===== src/rtl/int_accept_unit.sv =====
// Interrupt/trap acceptance: arbitrates PIC, NMI, timer and ECALL/EBREAK at
// instruction boundaries, redirects fetch to VEC_BASE + cause*4 and handles MRET.
module int_accept_unit #(
  parameter logic [31:0] VEC_BASE = 32'h0000_0100
) (
  input  logic        clk_i,
  input  logic        rst_n_i,
  input  logic        en_inter_i,
  input  logic        en_int_i,
  input  logic        en_tmr_i,
  input  logic        en_nmi_i,
  input  logic        en_ecall_i,
  input  logic        en_ebreak_i,
  input  logic        int_i,
  input  logic [2:0]  int_num_i,
  input  logic        nmi_i,
  input  logic [31:0] limit_i,
  input  logic        ecall_i,
  input  logic        ebreak_i,
  input  logic        mret_i,
  input  logic        commit_valid_i,
  input  logic [31:0] pc_i,
  output logic        trap_o,
  output logic [31:0] trap_pc_o,
  output logic [31:0] epc_o,
  output logic [3:0]  cause_o,
  output logic        int_ack_o,
  output logic        in_handler_o,
  output logic [1:0]  state_o
);

  typedef enum logic [1:0] {
    S_IDLE    = 2'd0,
    S_HANDLER = 2'd1,
    S_NMI     = 2'd2
  } state_e;

  state_e      state_q, state_d;
  logic        prior_hnd_q, prior_hnd_d;
  logic        nmi_prev_q, nmi_pend_q, nmi_pend_d;
  logic        tmr_pend_q, tmr_pend_d;
  logic [31:0] count_q, count_d;
  logic [31:0] epc_q, epc_d;
  logic [31:0] nmi_epc_q, nmi_epc_d;
  logic [31:0] trap_pc_q, trap_pc_d;
  logic [3:0]  cause_q, cause_d;
  logic        trap_q, trap_d;
  logic        ack_q, ack_d;
  logic        take_nmi, take_tmr;
  logic        nmi_edge, tmr_match;
  logic        nmi_req, ext_req, tmr_req;

  function automatic logic [31:0] vector_of(input logic [3:0] c);
    return VEC_BASE + {26'd0, c, 2'b00};
  endfunction

  assign nmi_edge  = nmi_i & ~nmi_prev_q;
  assign tmr_match = en_tmr_i && (limit_i != 32'd0) && (count_q == limit_i);
  assign nmi_req   = nmi_pend_q & en_nmi_i;
  assign ext_req   = int_i & en_int_i & en_inter_i;
  assign tmr_req   = tmr_pend_q & en_tmr_i & en_inter_i;

  always_comb begin
    state_d     = state_q;
    prior_hnd_d = prior_hnd_q;
    epc_d       = epc_q;
    nmi_epc_d   = nmi_epc_q;
    cause_d     = cause_q;
    trap_pc_d   = trap_pc_q;
    trap_d      = 1'b0;
    ack_d       = 1'b0;
    take_nmi    = 1'b0;
    take_tmr    = 1'b0;
    if (commit_valid_i) begin
      unique case (state_q)
        S_IDLE: begin
          // mret has no meaning here and simply falls through to the sources
          if (nmi_req) begin
            trap_d      = 1'b1;
            cause_d     = 4'd11;
            trap_pc_d   = vector_of(4'd11);
            nmi_epc_d   = pc_i;
            prior_hnd_d = 1'b0;
            take_nmi    = 1'b1;
            state_d     = S_NMI;
          end else if (ext_req) begin
            trap_d    = 1'b1;
            ack_d     = 1'b1;
            cause_d   = {1'b0, int_num_i};
            trap_pc_d = vector_of({1'b0, int_num_i});
            epc_d     = pc_i;
            state_d   = S_HANDLER;
          end else if (tmr_req) begin
            trap_d    = 1'b1;
            cause_d   = 4'd8;
            trap_pc_d = vector_of(4'd8);
            epc_d     = pc_i;
            take_tmr  = 1'b1;
            state_d   = S_HANDLER;
          end else if (ecall_i && en_ecall_i) begin
            trap_d    = 1'b1;
            cause_d   = 4'd9;
            trap_pc_d = vector_of(4'd9);
            epc_d     = pc_i + 32'd4;
            state_d   = S_HANDLER;
          end else if (ebreak_i && en_ebreak_i) begin
            trap_d    = 1'b1;
            cause_d   = 4'd10;
            trap_pc_d = vector_of(4'd10);
            epc_d     = pc_i + 32'd4;
            state_d   = S_HANDLER;
          end
        end
        S_HANDLER: begin
          if (mret_i) begin
            trap_d    = 1'b1;
            trap_pc_d = epc_q;
            state_d   = S_IDLE;
          end else if (nmi_req) begin
            trap_d      = 1'b1;
            cause_d     = 4'd11;
            trap_pc_d   = vector_of(4'd11);
            nmi_epc_d   = pc_i;
            prior_hnd_d = 1'b1;
            take_nmi    = 1'b1;
            state_d     = S_NMI;
          end
        end
        S_NMI: begin
          if (mret_i) begin
            trap_d    = 1'b1;
            trap_pc_d = nmi_epc_q;
            state_d   = prior_hnd_q ? S_HANDLER : S_IDLE;
          end
        end
        default: state_d = S_IDLE;
      endcase
    end
  end

  // A new event in the same cycle as a take wins, so it is never lost by the clear.
  always_comb begin
    nmi_pend_d = nmi_edge ? 1'b1 : (take_nmi ? 1'b0 : nmi_pend_q);
    tmr_pend_d = tmr_match ? 1'b1 : (take_tmr ? 1'b0 : tmr_pend_q);
    count_d    = count_q;
    if (en_tmr_i) count_d = tmr_match ? 32'd0 : count_q + 32'd1;
  end

  always_ff @(posedge clk_i or negedge rst_n_i) begin
    if (!rst_n_i) begin
      state_q     <= S_IDLE;
      prior_hnd_q <= 1'b0;
      nmi_prev_q  <= 1'b0;
      nmi_pend_q  <= 1'b0;
      tmr_pend_q  <= 1'b0;
      count_q     <= 32'd0;
      epc_q       <= 32'd0;
      nmi_epc_q   <= 32'd0;
      trap_pc_q   <= 32'd0;
      cause_q     <= 4'd0;
      trap_q      <= 1'b0;
      ack_q       <= 1'b0;
    end else begin
      state_q     <= state_d;
      prior_hnd_q <= prior_hnd_d;
      nmi_prev_q  <= nmi_i;
      nmi_pend_q  <= nmi_pend_d;
      tmr_pend_q  <= tmr_pend_d;
      count_q     <= count_d;
      epc_q       <= epc_d;
      nmi_epc_q   <= nmi_epc_d;
      trap_pc_q   <= trap_pc_d;
      cause_q     <= cause_d;
      trap_q      <= trap_d;
      ack_q       <= ack_d;
    end
  end

  assign trap_o       = trap_q;
  assign trap_pc_o    = trap_pc_q;
  assign epc_o        = epc_q;
  assign cause_o      = cause_q;
  assign int_ack_o    = ack_q;
  assign in_handler_o = (state_q != S_IDLE);
  assign state_o      = state_q;

endmodule


===== config.mk =====
export PLATFORM = sky130hd
export DESIGN_NAME = int_accept_unit
export DESIGN_NICKNAME = d
export VERILOG_FILES = /design/src/rtl/int_accept_unit.sv
export SDC_FILE = /design/constraint.sdc
export NUM_CORES = 1
export LEC_CHECK = 0
export BUFFER_PORTS_ARGS = -buffer_cell sky130_fd_sc_hd__clkbuf_2
export CORE_MARGIN = 2
export CORE_UTILIZATION = 45
export DETAILED_ROUTE_END_ITERATION = 8
export PLACE_DENSITY = 0.68
export SKIP_LAST_GASP = 1
export SLEW_MARGIN = 5
export SYNTH_ARGS = -nofsm -noshare
export SYNTH_HDL_FRONTEND = slang
export SYNTH_SLANG_ARGS = --single-unit

===== constraint.sdc =====
create_clock -name clk_i -period 2.3 [get_ports clk_i]
set_input_delay 0.46 -clock clk_i [delete_from_list [all_inputs] [get_ports clk_i]]
set_output_delay 0.46 -clock clk_i [all_outputs]
set_load 0.03 [all_outputs]

Word level (Yosys, flattened, before mapping):

Cells that the tools add are included.

* div/mod/pow operators: 0
* multipliers: 0
* multiplexer cells: 65
* equal/unequal tests: 9
* $add $sub $neg: 3
* $lt $le $gt $ge: 0
* reductions and logical operators: 18
* bitwise gates (word level): 8
* shift operators: 0

Operators by type and width (number)
* 32-bit two-way mux: 15
* 32-bit case mux with 3 select lines: 1
* 32-bit case mux with 2 select lines: 1
* 32-bit by 1-bit adder with 32-bit output, second input constant: 1
* 32-bit by 3-bit adder with 32-bit output, second input constant: 1
* 32-bit equality test: 1
* 32-bit nonzero test: 1
* 1-bit two-way mux: 28
* 4-bit two-way mux: 7
* 2-bit two-way mux: 8
* 5-bit AND reduction: 3
* 9-bit by 5-bit adder with 10-bit output, first input constant: 1
* 2-bit inequality test, second input constant: 4
* 4-bit case mux with 2 select lines: 1
* 4-bit AND reduction: 2
* 2-bit nonzero test: 4
* 1-bit bitwise AND: 6
* 6-bit inequality test, second input constant: 1
* 2-bit case mux with 3 select lines: 1
* 1-bit logical AND: 4
* 1-bit case mux with 2 select lines: 2
* 4-bit nonzero test: 1
* 3-bit inequality test, second input constant: 1
* 1-bit case mux with 3 select lines: 1
* other kinds (6): 7

* bits in read-only memories: 0
* bits in writable memories: 0
* word-level logic and storage cells: 115
* memories: 0
* latch bits: 0
* register bits: 140

Logic depth before layout (Yosys ltp):

Gate-level depths: netlist of the first run.

* word-level depth: 9
* depth in mapped cells: 9

Worst setup path after synthesis of the first run:

No wires, ideal clock.

* path kind: flip-flop to flip-flop
* from: register state_q[0] (netlist: state_o[0])
* to: register epc_q[11] (netlist: epc_o[11])
* arrival: 2.107 ns
* stages on the path, launching flop included: 9
* path slack: 0.056 ns
* cell sequence: dfrtp_1 -> inv_1 -> ha_1 -> clkbuf_1 -> nand3_1 -> nor2_1 -> clkbuf_1 -> clkbuf_1 -> a21oi_1

* word-level cells in the longest chain between the ends: 2

Ends and longest elaborated chain
* from (decl): line 38 `state_e state_q, state_d;`
* from (signal assigned): line 164 `state_q <= state_d;`
* 2-bit logical NOT: line 75 `unique case (state_q)`
* 4-bit AND reduction (no line)
* to (signal assigned): line 170 `epc_q <= epc_d;`
* to (decl): line 43 `logic [31:0] epc_q, epc_d;`

No other way between the ends.
A chain may end at the register's enable or synchronous reset.

Worst setup path after layout of the first run:

* from: register state_q[1] (netlist: state_o[1])
* to: register nmi_epc_q[6]

* word-level cells in the longest chain between the ends: 3
* elaborated cells on any way between the ends: 6
* classes of those cells: 2 x eq/ne; 1 x mux; 3 x reduce/logical

Ends and longest elaborated chain
* 2-bit by 1-bit equality test with 1-bit output or 2-bit logical NOT (tied branches): line 75
* 2-bit inequality test (no line) or 2-bit nonzero test (tied branches)
* 3-bit AND reduction (no line)
* to (signal assigned): line 171 `nmi_epc_q <= nmi_epc_d;`
* to (decl): line 44 `logic [31:0] nmi_epc_q, nmi_epc_d;`

Parallel ways exist; a longest one is shown, timed or not.

==> key figures, run 1 <==
Run status
  • Status: finished clean

Pwr
  • Cell Pwr Density: about 1200 nW/um^2
  • Leakage dissipation: between 4 and 5 nW
  • Worst ir drop on vdd: approximately 0.68 mV

Floorplanning
  • Floorplan core area: approximately 16000 um^2
  • Starting Density: about 46%
  • Die Ht: 131 um
  • I/O pins: 154
  • Die Area: 17200 um^2
  • Floorplan die width: 131 um
  • Number of placement rows: 46

GRT
  • Largest net degree at the start of global routing: between 60 and 70
  • Total grt overflow: 0
  • Tot GR Track Use: between 20 and 25%
  • First-pass GRT wire length: slightly above 30000 um
  • Via count of the first global-routing pass: roughly 6k
  • Number of antenna violations at the first check in global routing: 0

Timing
  • Skew final: approximately 0.02 ns
  • Final Setup Violations: 0
  • Number of pins with negative max-slew slack in the final report: 0
  • Final critical-path share of the clock period: 90.1%
  • Hold Vio Cnt, Final: 0
  • Slew at the pin closest to its max-slew limit: approximately 0.59 ns
  • Achievable Freq: about 480 MHz
  • Unrepaired setup endpoints after global routing: no
  • Max-slew headroom: roughly three fifths
  • Worst setup margin: between 0.2 and 0.25 ns
  • Period minus WS final: around 2.1 ns
  • Setup TNS: 0 ns

Placement
  • Estimated wirelength of the detail-placed design: approximately 13000 um
  • Post-place setup slack: between 0.15 and 0.2 ns
  • Final RePlAce weighted congestion: between 0.9 and 1
  • Input/output buffers: 153

Detailed routing
  • DRT antenna net count: 0
  • Initial DRC count: around 370
  • DRC viols: 0
  • Via density per instance: approximately 5.4
  • Length of the first detailed-routing pass in iterations: 5
  • Total wirelength of the detailed-routed design: 18900 um
  • Vias: ~6.0k
  • Routed wirelength normalized by instance count: ~17 um

Worst setup path
  • Max Fanout on Critical Path: 33
  • Crit end category: register
  • CP arrival: roughly 2.4 ns
  • Startpoint Class: register
  • Worst Setup Path Type: register to register
  • Critical path data required time: between 2 and 3 ns
  • R2R setup slack: between 0.2 and 0.25 ns

Logic synthesis
  • Post-synthesis mux area share: 6.30%
  • Count of flip-flops with a built-in enable after synthesis: 0
  • Summed instance area of the synthesized netlist: roughly 7300 um^2
  • Syn Nets: 831
  • Simple-gate area share of the yosys netlist: 18.8%
  • Post-Synth XOR/XNOR Area: a little over a tenth
  • Dominant synthesized flop cell: sky130_fd_sc_hd__dfrtp_1
  • Yosys reg bits: 140
  • Post-Synthesis Cells: around 740
  • Average footprint of a synthesized cell: roughly 9.8 um^2
  • Complex-gate fraction of the synthesized area: 11.1%
  • Yosys cell types: 54
  • Sequential cell area fraction in the yosys report: roughly half
  • Post-synthesis adder-cell area fraction: 1.03%
  • Dominant combinational cell family by area after synthesis: simple AND/OR/NAND/NOR gates
  • Yosys warning count: 0
  • Post-synth ARST share: 100%

Clock tree
  • CTS H-tree depth: 4
  • Total CTS buffers: 17
  • Clock-pin slew on the worst setup and hold paths: about 0.060 ns
  • Number of sinks handled by clock tree synthesis: 140
  • Cell at the root of the clock tree: sky130_fd_sc_hd__clkbuf_16
  • Clock tree from TritonCTS: done
  • Post-CTS resize count: 0
  • Maximum root-to-sink buffer count: 2
  • Setup bufs post-CTS: 0
  • Worst-skew pair later-pin latency: between 0.4 and 0.5 ns
  • Hold bufs inserted after CTS: 0

Finish
  • Most frequent standard cell in the layout excluding fill and tap cells: sky130_fd_sc_hd__clkbuf_2
  • Share of final-layout standard cells stronger than drive strength 1: between 20% and 30%
  • Layout-stage area growth over the synthesis result: 24.3%
  • NumNets Final: 981
  • Layout filler cell count: between 1k and 1.5k
  • Total area of multi-input combinational cells: ~3500 um^2
  • Commonest non-fill, non-tap cells in the layout: sky130_fd_sc_hd__clkbuf_2, sky130_fd_sc_hd__dfrtp_1, sky130_fd_sc_hd__nand2_1
  • Footprint of the flip-flops and latches: about 3500 um^2
  • Number of diodes: 0

Worst hold path
  • Worst min-delay path category: input pin to async pin

Run
  • Number of max-capacitance violations reported: 0
[synthesized netlist by cell type, types with 3 or more instances]
cell	n	area share, %
sky130_fd_sc_hd__a21boi_0	3	0.31
sky130_fd_sc_hd__a22o_1	29	3.5
sky130_fd_sc_hd__a21oi_1	32	2.2
sky130_fd_sc_hd__nor4_1	21	1.8
sky130_fd_sc_hd__nand4_1	20	1.7
sky130_fd_sc_hd__xor2_1	57	6.8
sky130_fd_sc_hd__nor3_1	12	0.82
sky130_fd_sc_hd__o21ai_0	44	3.0
sky130_fd_sc_hd__ha_1	6	1.0
sky130_fd_sc_hd__inv_1	19	0.98
sky130_fd_sc_hd__xnor2_1	34	4.1
sky130_fd_sc_hd__and3_1	8	0.69
sky130_fd_sc_hd__nor4_4	4	1.2
sky130_fd_sc_hd__mux2_2	39	6.0
sky130_fd_sc_hd__nand3_1	23	1.6
sky130_fd_sc_hd__dfrtp_1	140	48
sky130_fd_sc_hd__and2_1	3	0.26
sky130_fd_sc_hd__nand2_1	91	4.7
sky130_fd_sc_hd__nor2_1	74	3.8
sky130_fd_sc_hd__buf_2	4	0.27
sky130_fd_sc_hd__clkbuf_1	34	1.8
[per-stage QoR]
step	total power, W	util (%)	area (um^2)	cells	hold WS (ns)
after floorplan	0.00676	-	7290	744	0.164
after global placement	0.00814	52.9	8410	1091	0.414
after detailed placement	0.00823	52.9	8410	1091	0.439
after CTS	0.0113	57.0	9060	1122	0.0429
after global routing	0.0118	57.0	9060	1122	0.0628
final	0.0112	57.0	9060	1122	0.0259
[report_power, final]
part / switching [W] / leakage (nW) / internal, W / total [W]
registers: 0.000665 / 1.75 / 0.00336 / 0.00403
logic: 0.00268 / 2.08 / 0.00148 / 0.00416
clock network: 0.00104 / 0.308 / 0.00197 / 0.00302
[critical path, stage by stage, from the launching register on]
cell	delay, ns
sky130_fd_sc_hd__dfrtp_1	0.42
sky130_fd_sc_hd__inv_1	0.09
sky130_fd_sc_hd__ha_1	0.24
sky130_fd_sc_hd__buf_4	0.18
sky130_fd_sc_hd__nor2_1	0.05
sky130_fd_sc_hd__nor2_1	0.12
sky130_fd_sc_hd__and3_1	0.24
sky130_fd_sc_hd__buf_12	0.23
sky130_fd_sc_hd__mux2_2	0.35
[final cells by class]
class	instances	area share, %
multi-input cells	540	39.1
flip-flops and latches	140	38.7
repair buffers	176	11.3
clock buffers	20	5.04
well taps	216	2.98
clock inverters	11	2.11
inverters	19	0.787
[state kept, by name, indices dropped and copies added, names as in the netlist]
register / cells
count_q: 32
epc_o: 32
nmi_epc_q: 32
trap_pc_o: 32
cause_o: 4
state_o: 2
int_ack_o: 1
nmi_pend_q: 1
nmi_prev_q: 1
prior_hnd_q: 1
tmr_pend_q: 1
trap_o: 1
[layer usage]
layer,vias to the layer above,wire length [um],GRT usage [%]
li1,2881,-,-
met1,2963,8490,30.0
met2,179,9020,35.5
met3,20,1140,5.48
met4,0,286,7.43
met5,-,0,0
[final timing paths]
check / start / end / depth (start not counted)
setup / recovery: state_o[1] / nmi_epc_q[6] / 8
hold / removal: rst_n_i / count_q[0] / 1
setup reg to reg: state_o[1] / nmi_epc_q[6] / 8
hold reg to reg: nmi_prev_q / nmi_pend_q / 1
max in group asynchronous: rst_n_i / count_q[2] / 2
min in group clk_i: nmi_i / nmi_prev_q / 1
[cell families (layout without fill, tap and decap cells)]
group | count (synthesis) | count (layout)
buf+inv | 64 | 226
mux | 41 | 41
simple gates | 275 | 275
flops | 140 | 140
fa+ha+maj | 6 | 6
compound gates | 127 | 127
xor+xnor | 91 | 91
(Power assumes the default switching activity.)
==> inputs of run 2 (changes only) <==
- REMOVE_ABC_BUFFERS: not set -> 1
==> key figures, run 2 (synthesis gave the netlist of run 1 again) <==
Run status
  • Status: finished clean

Worst hold path
  • Source of the worst hold timing path: nmi_i
  • Worst min-delay path category: input pin to register
  • Worst hold path cell count: 1
  • Destination of the worst hold path: nmi_prev_q

Clock tree
  • CTS H-tree depth: 4 (unchanged)
  • Number of sinks handled by clock tree synthesis: 140 (unchanged)
  • Maximum root-to-sink buffer count: 2 (unchanged)
  • Cell at the root of the clock tree: sky130_fd_sc_hd__clkbuf_16
  • Clock-pin slew on the worst setup and hold paths: 0.06 ns (about the same)
  • Clock tree from TritonCTS: done
  • Total CTS buffers: 17 (unchanged)
  • Worst-skew pair later-pin latency: 0.42 ns (about the same)
  • Setup bufs post-CTS: 0 (unchanged)

Timing
  • Final critical-path share of the clock period: 91.3% (+1.1 points)
  • Setup TNS: 0 ns (unchanged)
  • Achievable Freq: 476 MHz (-1.2%)
  • Unrepaired setup endpoints after global routing: no
  • Hold Vio Cnt, Final: 0 (unchanged)
  • Final Setup Violations: 0 (unchanged)
  • Number of pins with negative max-slew slack in the final report: 0 (unchanged)
  • Max-slew headroom: 69.0% (+8.3 points)
  • Skew final: 0.00804 ns (-0.0120 ns)
  • Slew at the pin closest to its max-slew limit: 0.465 ns (-0.125 ns)
  • Period minus WS final: 2.10 ns (+0.0255 ns)

Detailed routing
  • Detail Route met2 WL: 8440 um (-6.5%)
  • Top layer used by detailed routing: met4
  • Total wirelength of the detailed-routed design: 18300 um (-3.3%)
  • Routed length on met1: 8560 um (+0.75%)
  • Routed wirelength normalized by instance count: 16.4 um (-2.9%)
  • DRC viols: 0 (unchanged)
  • Length of the first detailed-routing pass in iterations: 4 (-1)
  • Via density per instance: 5.29 (-1.8%)
  • Met3 layer wire length in the routed design: 1090 um (-4.2%)
  • Vias: 5914 (-2.1%)
  • Initial DRC count: 286 (-24%)
  • DRT antenna net count: 0 (unchanged)

Finish
  • Share of final-layout standard cells stronger than drive strength 1: 28.9% (-0.53 points)
  • NumNets Final: 977 (-0.41%)
  • Commonest non-fill, non-tap cells in the layout: sky130_fd_sc_hd__clkbuf_2, sky130_fd_sc_hd__dfrtp_1, sky130_fd_sc_hd__nand2_1
  • Layout-stage area growth over the synthesis result: 23.2%
  • Post-route standard cell area excluding fillers: 8980 um^2 (-0.86%)
  • Fin cells: 1118 (-0.36%)
  • Most frequent standard cell in the layout excluding fill and tap cells: sky130_fd_sc_hd__clkbuf_2
  • Number of diodes: 0 (unchanged)

Worst setup path
  • Critical path data required time: 2.60 ns (about the same)
  • Number of buffer and inverter instances along the worst setup path: 2 (-1)
  • Reg-to-reg critical path endpoint: epc_o[1]
  • Family with the most delay on the worst path: simple AND/OR/NAND/NOR gates
  • CP max-delay cell: sky130_fd_sc_hd__dfrtp_1
  • Max Fanout on Critical Path: 34 (+3.0%)
  • Critical Path, Cell by Cell: inv_1 > ha_1 > nand3_1 > nor2_4 > buf_12 > mux2_2
  • Startpoint Class: register
  • R2R setup slack: 0.20 ns (-0.03 ns)
  • Reg-to-reg startpoint: state_o[1]
  • Worst Setup Path Type: register to register
  • Crit end category: register
  • CP arrival: 2.40 ns (+0.03 ns)
  • Longest individual stage delay on the worst path: 0.43 ns (about the same)
  • Length in cells of the worst reg-to-reg path: 6 (-2)

Floorplanning
  • I/O pins: 154 (unchanged)
  • Die Ht: 131 um (unchanged)
  • Floorplan core area: 15900 um^2 (unchanged)
  • Die Area: 17200 um^2 (unchanged)
  • Starting Density: 45.9% (unchanged)
  • Number of placement rows: 46 (unchanged)
  • Floorplan die width: 131 um (unchanged)

Placement
  • Instance area at placement: 8390 um^2 (-0.22%)
  • Number of placed cells counting well taps: 1086 (-0.46%)
  • Estimated wirelength of the detail-placed design: 12800 um (-4.8%)
  • Input/output buffers: 153 (unchanged)
  • Final RePlAce weighted congestion: 0.888 (-1.7%)

Pwr
  • Worst ir drop on vdd: 0.697 mV (+2.4%)
  • Leakage dissipation: 4.10 nW (-0.93%)
  • Cell Pwr Density: 1210 nW/um^2 (-1.9%)

GRT
  • Via count of the first global-routing pass: 5906 (-1.4%)
  • Tot GR Track Use: 21.5% (-0.76 points)
  • Largest net degree at the start of global routing: 56 (-9.7%)
  • Total grt overflow: 0 (unchanged)
  • Number of antenna violations at the first check in global routing: 0 (unchanged)
  • First-pass GRT wire length: 30000 um (-3.5%)

Run
  • Number of max-capacitance violations reported: 0 (unchanged)
## run 2: changes by cell type in the layout (fill, tap and decap cells not counted), moves of 2 or more
cell / change
sky130_fd_sc_hd__clkbuf_1: +2
sky130_fd_sc_hd__bufinv_16: -3
sky130_fd_sc_hd__clkinvlp_4: -2
sky130_fd_sc_hd__clkbuf_8: +2
sky130_fd_sc_hd__buf_4: -6
sky130_fd_sc_hd__clkinv_2: +2
## run 2: cell type report
| type | instances | area [um^2] |
|---|---|---|
| clock buffers | 24 | 492 |
| repair buffers | 172 | 1000 |
| fillers | 1444 | 6910 |
| clock inverters | 7 | 87.6 |
| well taps | 216 | 270 |
| inverters | 19 | 71.3 |
| multi-input cells | 540 | 3550 |
| flip-flops and latches | 140 | 3500 |
## run 2: where the power goes
group	internal [W]	switching, W	total (W)	leakage (nW)
registers	0.00336	0.000669	0.00403	1.75
logic	0.00149	0.00268	0.00418	2.07
clock network	0.00170	0.000992	0.00269	0.286
total	0.00655	0.00434	0.0109	4.10
## run 2: per-layer routing
layer  global-route usage [%]  vias up
met4                     6.76        0
met2                     34.3      176
met3                     5.21       21
met5                        0        -
li1                         -     2878
met1                     29.2     2839
## run 2: through the flow
stage / worst slack [ns] / util (%) / hold WS (ns) / power, W
after floorplan: -1.26 / - / 0.164 / 0.00668
after global placement: 0.176 / 52.8 / 0.414 / 0.00817
after detailed placement: 0.170 / 52.8 / 0.410 / 0.00827
after CTS: 0.209 / 56.5 / 0.148 / 0.0110
after global routing: 0.100 / 56.5 / 0.151 / 0.0115
final: 0.201 / 56.5 / 0.168 / 0.0109
## run 2: how the worst max path moves through the flow
stage	startpoint	endpoint	slack, ns	cells after the start
2_1_floorplan	state_o[0]	trap_pc_o[10]	-1.26	5
3_3_place_gp	en_tmr_i	count_q[29]	0.18	6
3_5_place_dp	en_tmr_i	count_q[29]	0.17	6
4_1_cts	state_o[1]	epc_o[1]	0.21	6
5_1_grt	state_o[1]	trap_pc_o[9]	0.1	8
6_report	state_o[1]	epc_o[1]	0.20	6
## run 2: worst register-to-register path: stages, from the launching register on
cell,delay [ns]
sky130_fd_sc_hd__dfrtp_1,0.43
sky130_fd_sc_hd__inv_1,0.10
sky130_fd_sc_hd__ha_1,0.33
sky130_fd_sc_hd__nand3_1,0.25
sky130_fd_sc_hd__nor2_4,0.29
sky130_fd_sc_hd__buf_12,0.23
sky130_fd_sc_hd__mux2_2,0.36
## run 2: what timing repair did
action / CTS / global route
hold buffers: 1 / 0
gates resized for setup: 0 / 0
endpoints found under the setup margin: 0 / 0
endpoints found under the hold margin: 44 / 0
